[config.mk]
export PLATFORM = sky130hd
export DESIGN_NAME = registers
export DESIGN_NICKNAME = d
export VERILOG_FILES = /design/src/rtl/registers.sv
export SDC_FILE = /design/constraint.sdc
export NUM_CORES = 1
export LEC_CHECK = 0
export ABC_AREA = 0
export CAP_MARGIN = 20
export CORE_UTILIZATION = 30
export CTS_BUF_LIST = sky130_fd_sc_hd__clkbuf_16
export DETAILED_ROUTE_END_ITERATION = 8
export PLACE_DENSITY = 0.51
export SLEW_MARGIN = 20
export SYNTH_ARGS = -nofsm -noshare
export SYNTH_HDL_FRONTEND = slang
export SYNTH_SLANG_ARGS = --single-unit
[constraint.sdc]
create_clock -name clk -period 8.3 [get_ports clk]
set_input_delay 2.075 -clock clk [delete_from_list [all_inputs] [get_ports clk]]
set_output_delay 2.075 -clock clk [all_outputs]
set_load 0.01 [all_outputs]
[src/rtl/registers.sv]
// picoMIPS register file: %0 reads zero, %1 reads inport, %2 drives outport.
// Optional macro REG_BYPASS_EN adds a combinational write-through path on both read ports.
module registers #(
   parameter int n              = 8,
   parameter int registers_size = 5
) (
   input  logic                      clk,
   input  logic                      n_reset,
   input  logic                      w,
   input  logic [n-1:0]              write_data,
   input  logic [registers_size-1:0] r_dest,
   input  logic [registers_size-1:0] r_source,
   output logic [n-1:0]              rd_data,
   output logic [n-1:0]              rs_data,
   input  logic [n-1:0]              inport,
   output logic [n-1:0]              outport
);

   localparam int NREG = 1 << registers_size;
   localparam logic [registers_size-1:0] ADDR_ZERO = '0;
   localparam logic [registers_size-1:0] ADDR_IN   = registers_size'(1);
   localparam logic [registers_size-1:0] ADDR_OUT  = registers_size'(2);

   logic [n-1:0] regs_q [NREG];
   logic [n-1:0] regs_d [NREG];

   // %0 and %1 are read-only, so writes addressed to them are dropped here.
   always_comb begin
      regs_d = regs_q;
      if (w && (r_dest > ADDR_IN)) begin
         regs_d[r_dest] = write_data;
      end
   end

   always_ff @(posedge clk or negedge n_reset) begin
      if (!n_reset) begin
         regs_q <= '{default: '0};
      end else begin
         regs_q <= regs_d;
      end
   end

   always_comb begin
      rd_data = regs_q[r_dest];
      if (r_dest == ADDR_ZERO) begin
         rd_data = '0;
      end else if (r_dest == ADDR_IN) begin
         rd_data = inport;
`ifdef REG_BYPASS_EN
      end else if (w) begin
         rd_data = write_data;
`endif
      end
   end

   always_comb begin
      rs_data = regs_q[r_source];
      if (r_source == ADDR_ZERO) begin
         rs_data = '0;
      end else if (r_source == ADDR_IN) begin
         rs_data = inport;
`ifdef REG_BYPASS_EN
      end else if (w && (r_source == r_dest)) begin
         rs_data = write_data;
`endif
      end
   end

   // outport mirrors stored %2 directly, never the bypass path.
   assign outport = regs_q[ADDR_OUT];

endmodule

Yosys cells after proc, flatten, opt, wreduce, memory -nomap -nowiden
Cells that the tools add are included.
{"block": "totals", "regBits": 256, "inputBits": 29, "wordCells": 57}
{"block": "classes", "eq_ne": 2, "reduce_logical": 4, "n_lt_le_gt_ge": 4, "bitwise": 2, "muxes": 13}
{"cell": "bitwise mux 256 bit", "n": 1}
{"cell": "binary-select mux 8 bit (select 5 bit)", "n": 2}
{"cell": "2-to-1 mux 8 bit", "n": 9}
{"cell": "demux 8 bit (select 5 bit)", "n": 1}
{"cell": ">= comparator 6 bit (second input constant)", "n": 2}
{"cell": "inverter 5 -> 6 bit", "n": 2}
{"cell": "equality test 5 x 1 -> 1 bit (second input constant)", "n": 2}
{"cell": "zero test 5 bit", "n": 2}
{"cell": "< comparator 6 x 1 -> 1 bit (second input constant)", "n": 1}
{"cell": "> comparator 5 x 1 -> 1 bit (second input constant)", "n": 1}
{"cell": "logical AND 1 bit", "n": 2}

Depth between registers and ports, before layout
{"block": "logic_depth", "depth_word": 6, "ltp_mapped": 8}

Worst setup path before layout
Ideal clock, no wire load.
{"block": "synth_timing", "kind": "in2out", "startpoint": "in r_source[0]", "endpoint": "out rs_data[0]", "setup_slack_ns": 2.782, "path_buffers": 2, "path_stages": 6, "required_ns": 6.225, "arrival_time_ns": 3.443, "path_cell_list": "buf_6 buf_4 mux4_2 mux2_2 a22oi_1 a31oi_1"}
{"block": "synth_via", "elab_chain_len": 6}
{"element": "from (decl)", "line": "12", "rtl": "input logic [registers_size-1:0] r_source,"}
{"element": "inverter 5 -> 6 bit (implied by the code)", "line": "57", "rtl": "rs_data = regs_q[r_source];"}
{"element": "binary-select mux 8 bit (select 5 bit)", "line": "57"}
{"element": "2-to-1 mux 8 bit (implied by the code) (2 in a row)", "line": "57"}
{"element": "2-to-1 mux 8 bit", "line": "60", "rtl": "end else if (r_source == ADDR_IN) begin"}
{"element": "2-to-1 mux 8 bit (*)", "line": "58", "rtl": "if (r_source == ADDR_ZERO) begin"}
{"element": "to (decl)", "line": "14", "rtl": "output logic [n-1:0] rs_data,"}
Mark *: on every way between the ends. The rest lies on a longest branch, timed or not. The select of a mux whose other input is x is not followed.

Final worst setup path
{"block": "layout_timing", "startpoint": "in r_dest[2]", "endpoint": "out rd_data[1]"}
{"block": "layout_via", "elab_chain_len": 6}
{"element": "from (decl)", "line": "11", "rtl": "input logic [registers_size-1:0] r_dest,"}
{"element": "inverter 5 -> 6 bit (implied by the code)", "line": "44", "rtl": "rd_data = regs_q[r_dest];"}
{"element": "binary-select mux 8 bit (select 5 bit)", "line": "44"}
{"element": "2-to-1 mux 8 bit (implied by the code) (2 in a row)", "line": "44"}
{"element": "2-to-1 mux 8 bit", "line": "47", "rtl": "end else if (r_dest == ADDR_IN) begin"}
{"element": "2-to-1 mux 8 bit (*)", "line": "45", "rtl": "if (r_dest == ADDR_ZERO) begin"}
{"element": "to (decl)", "line": "13", "rtl": "output logic [n-1:0] rd_data,"}
Marked as above.

==> results.md <==
- Run status: complete, but fails checks
- Failing checks: design-rule violations
- Die height: 218.9 um
- TritonCTS Sinks: 256
- Die W: 218.9 um
- CTS buffer count: 30
- RSZ-0062 raised after global routing: false
- Pwr/cell area: 233.5 nW/um2
- Final setup violation count: 0
- CP Capture Type: output pin
- Via Count: 8,846
- Total GRT Usage: 18.02%
- Setup tns final: 0 ns
- CP startpoint: r_dest[2]
- Synth top area cells: dfrtp_1 45%, mux2_2 22%, mux4_2 17%
- Crit path top cell by count: clkdlybuf4s50_1
- Synth Flop Type: dfrtp_1
- Max_slew headroom: 38.02%
- CTS root buffer: clkbuf_16
- Max-cap violations: 0
- Fin crit share: 85.55%
- Crit path DAT: 5.03 ns
- Hold buffer count at CTS: 0
- Number of DRC markers in iteration 0: 751
- Synth cell types: 49
- Final Slew Violations: 0
- R2r startpoint: outport[1]$_DFFE_PN0P_
- Cell taking the most area after synthesis: dfrtp_1
- Ys Warns: 0
- Switching Fraction: 28.18%
- DP Area: 15,050 um2
- Yosys reg bits: 256
- Pleak: 6.616 nW
- Flop-to-flop setup slack: 7.45 ns
- Max Fclk: 140.8 MHz
- Initial antenna violation count: 1
- Critical path required time: 6.23 ns
- Crit path kind: in -> out
- CP max FO: 16
- Gr ovfl total: 0
- Most frequent cell after synthesis: mux2_2
- Clock power frac: 33.4%
- Starting Density: 30.37%
- Clock latency on the worst-skew pair: 0.56 ns
- CP peak stage delay: 0.77 ns
- Slew of the pin with the lowest slew margin: 0.9296 ns
- Post-synthesis sequential area ratio: 45.40%
- Drt wl/cell: 26.27 um
- Pwr Total: 3.725 mW
- Post-Synthesis Cells: 986
- Hold_sp: regs_q[242]$_DFFE_PN0P_
- Post-route cell area: 15,960 um2
- Top cell type's share of synthesized area: 45.40%
- Largest net degree at the start of global routing: 116
- Clock skew: 0 ns
- Hold Crit Class: reg -> reg
- Final hold vios: 0
- Maximum vdd drop: 0.0001516 V
- Total nets after synthesis: 1,015
- Kind of cell adding the most delay to the critical path: buffers and inverters
- Setup bufs post-CTS: 0
- Area grow syn2layout: 13.09%
- Master of the slowest instance on the critical path: clkdlybuf4s50_1
- Top cells by count, synth: 271 x mux2_2, 256 x dfrtp_1, 108 x mux4_2
- Clk slew on worst S/H paths: 0.06 ns
- Post-Route WL: 42,400 um
- Antenna viol nets, final: 0
- First-pass GRT wire length: 63,410 um
- GP Congestion: 0.9033
- CTS tree: done
- Worst setup SP type: input port
- Non-Filler Instances: 1,614
- CP Cell Sequence: clkdlybuf4s50_1, or3_1, a211oi_1, a21oi_1, a41oi_1, clkdlybuf4s50_1
- Core area: 46,460 um2
- Deepest clock path buffer count: 3
- Die area: 47,900 um2
- H-tree Lvls: 1
- Minimum clock period: 7.101 ns
- Detail Placement HPWL: 28,110 um
- Syn Area/Cell: 14.31 um2
- Cell area after synthesis: 14,110 um2
- Switching pwr: 1.050 mW
- # port buffers: 52
- Net count, final: 1,017
- Number of global-route vias before repair: 9,264
- Layout cells sized above 1: 47.57%
- Gate power share: 22.5%
- Worst path bufs/invs: 2
- Cells after DPL: 1,563
- Via/cell ratio: 5.481
- Post-synth EDFFs: 0
- Filler cells: 4,569
- Antenna Diode Count: 0
- Async set-reset flop share out of synthesis: 100.0%
- Cts repair resizes: 0
- Internal power: 2.675 mW
- I/O pins: 53
- Row cnt: 79
- DRC errors left: 1
- Drt pass-1 iters: 7
- Sequential share of power: 44.0%
[stage by stage]
stage | hold WS [ns] | setup WS, ns | utilization [%]
2_1_floorplan | 0.4245 | 2.782 | -
3_3_place_gp | 0.3620 | 1.258 | 32.39
3_5_place_dp | 0.3635 | 1.225 | 32.39
4_1_cts | 0.3769 | 1.203 | 34.35
5_1_grt | 0.3859 | 1.089 | 34.35
6_report | 0.3775 | 1.199 | 34.35
[flip-flops by register name, indices dropped and copies added (netlist names)]
name and cells:
outport 8, regs_q 248
[path summary, 6_finish.rpt]
check | to | depth (start not counted)
max | rd_data[1] | 6
min | regs_q[242]$_DFFE_PN0P_ | 0
max reg2reg | outport[1]$_DFFE_PN0P_ | 1
min reg2reg | regs_q[242]$_DFFE_PN0P_ | 0
max in group asynchronous | regs_q[139]$_DFFE_PN0P_ | 2
min in group asynchronous | outport[3]$_DFFE_PN0P_ | 1
[power groups by stage]
stage          registers, mW  logic (mW)  clock network (mW)
2_1_floorplan           1.60       0.586                   0
3_3_place_gp            1.65       0.835                   0
3_5_place_dp            1.66       0.842                   0
4_1_cts                 1.64       0.845                1.28
5_1_grt                 1.67       0.891                1.33
6_report                1.64       0.839                1.25
[per-layer routing]
metal	vias to the layer above	routed length [um]	GRT usage, %
met4	2	1064	4.745
met2	262	19700	28.43
met5	-	9	0
met3	56	2280	3.063
met1	4769	19350	25.54
li1	3757	-	-
[final cells by class]
type                       instances  area (um2)  area share (%)
multi-input combinational        617        7136           44.72
sequential                       256        6406           40.15
clock buffer                      31       775.7           4.862
tap                              607       759.5           4.760
timing repair buffer              76       719.4           4.509
clock inverter                    20       133.9          0.8390
inverter                           7       26.28          0.1647
[kinds of logic after synthesis]
kind of cell           Yosys count  synth area share (%)
flip-flops                     256                 45.40
buffers and inverters          113                 4.026
AND/OR/NAND/NOR                116                 4.673
AO/OA/AOI/OAI                   81                 4.124
multiplexers                   420                 41.78
[placed cells by master (no fill, tap or decap), drive strengths merged, types with 5 or more instances in the layout]
| cell type | count |
|---|---|
| clkbuf | 31 |
| nand2b | 5 |
| a21oi | 11 |
| mux2 | 271 |
| nand3 | 9 |
| a31oi | 17 |
| nor2b | 6 |
| mux2i | 41 |
| or2 | 5 |
| buf | 32 |
| nor3 | 13 |
| nand2 | 29 |
| a22oi | 29 |
| dfrtp | 256 |
| nor2 | 32 |
| clkdlybuf4s50 | 44 |
| clkinv | 9 |
| inv | 15 |
| mux4 | 108 |
(Power assumes the default switching activity.)
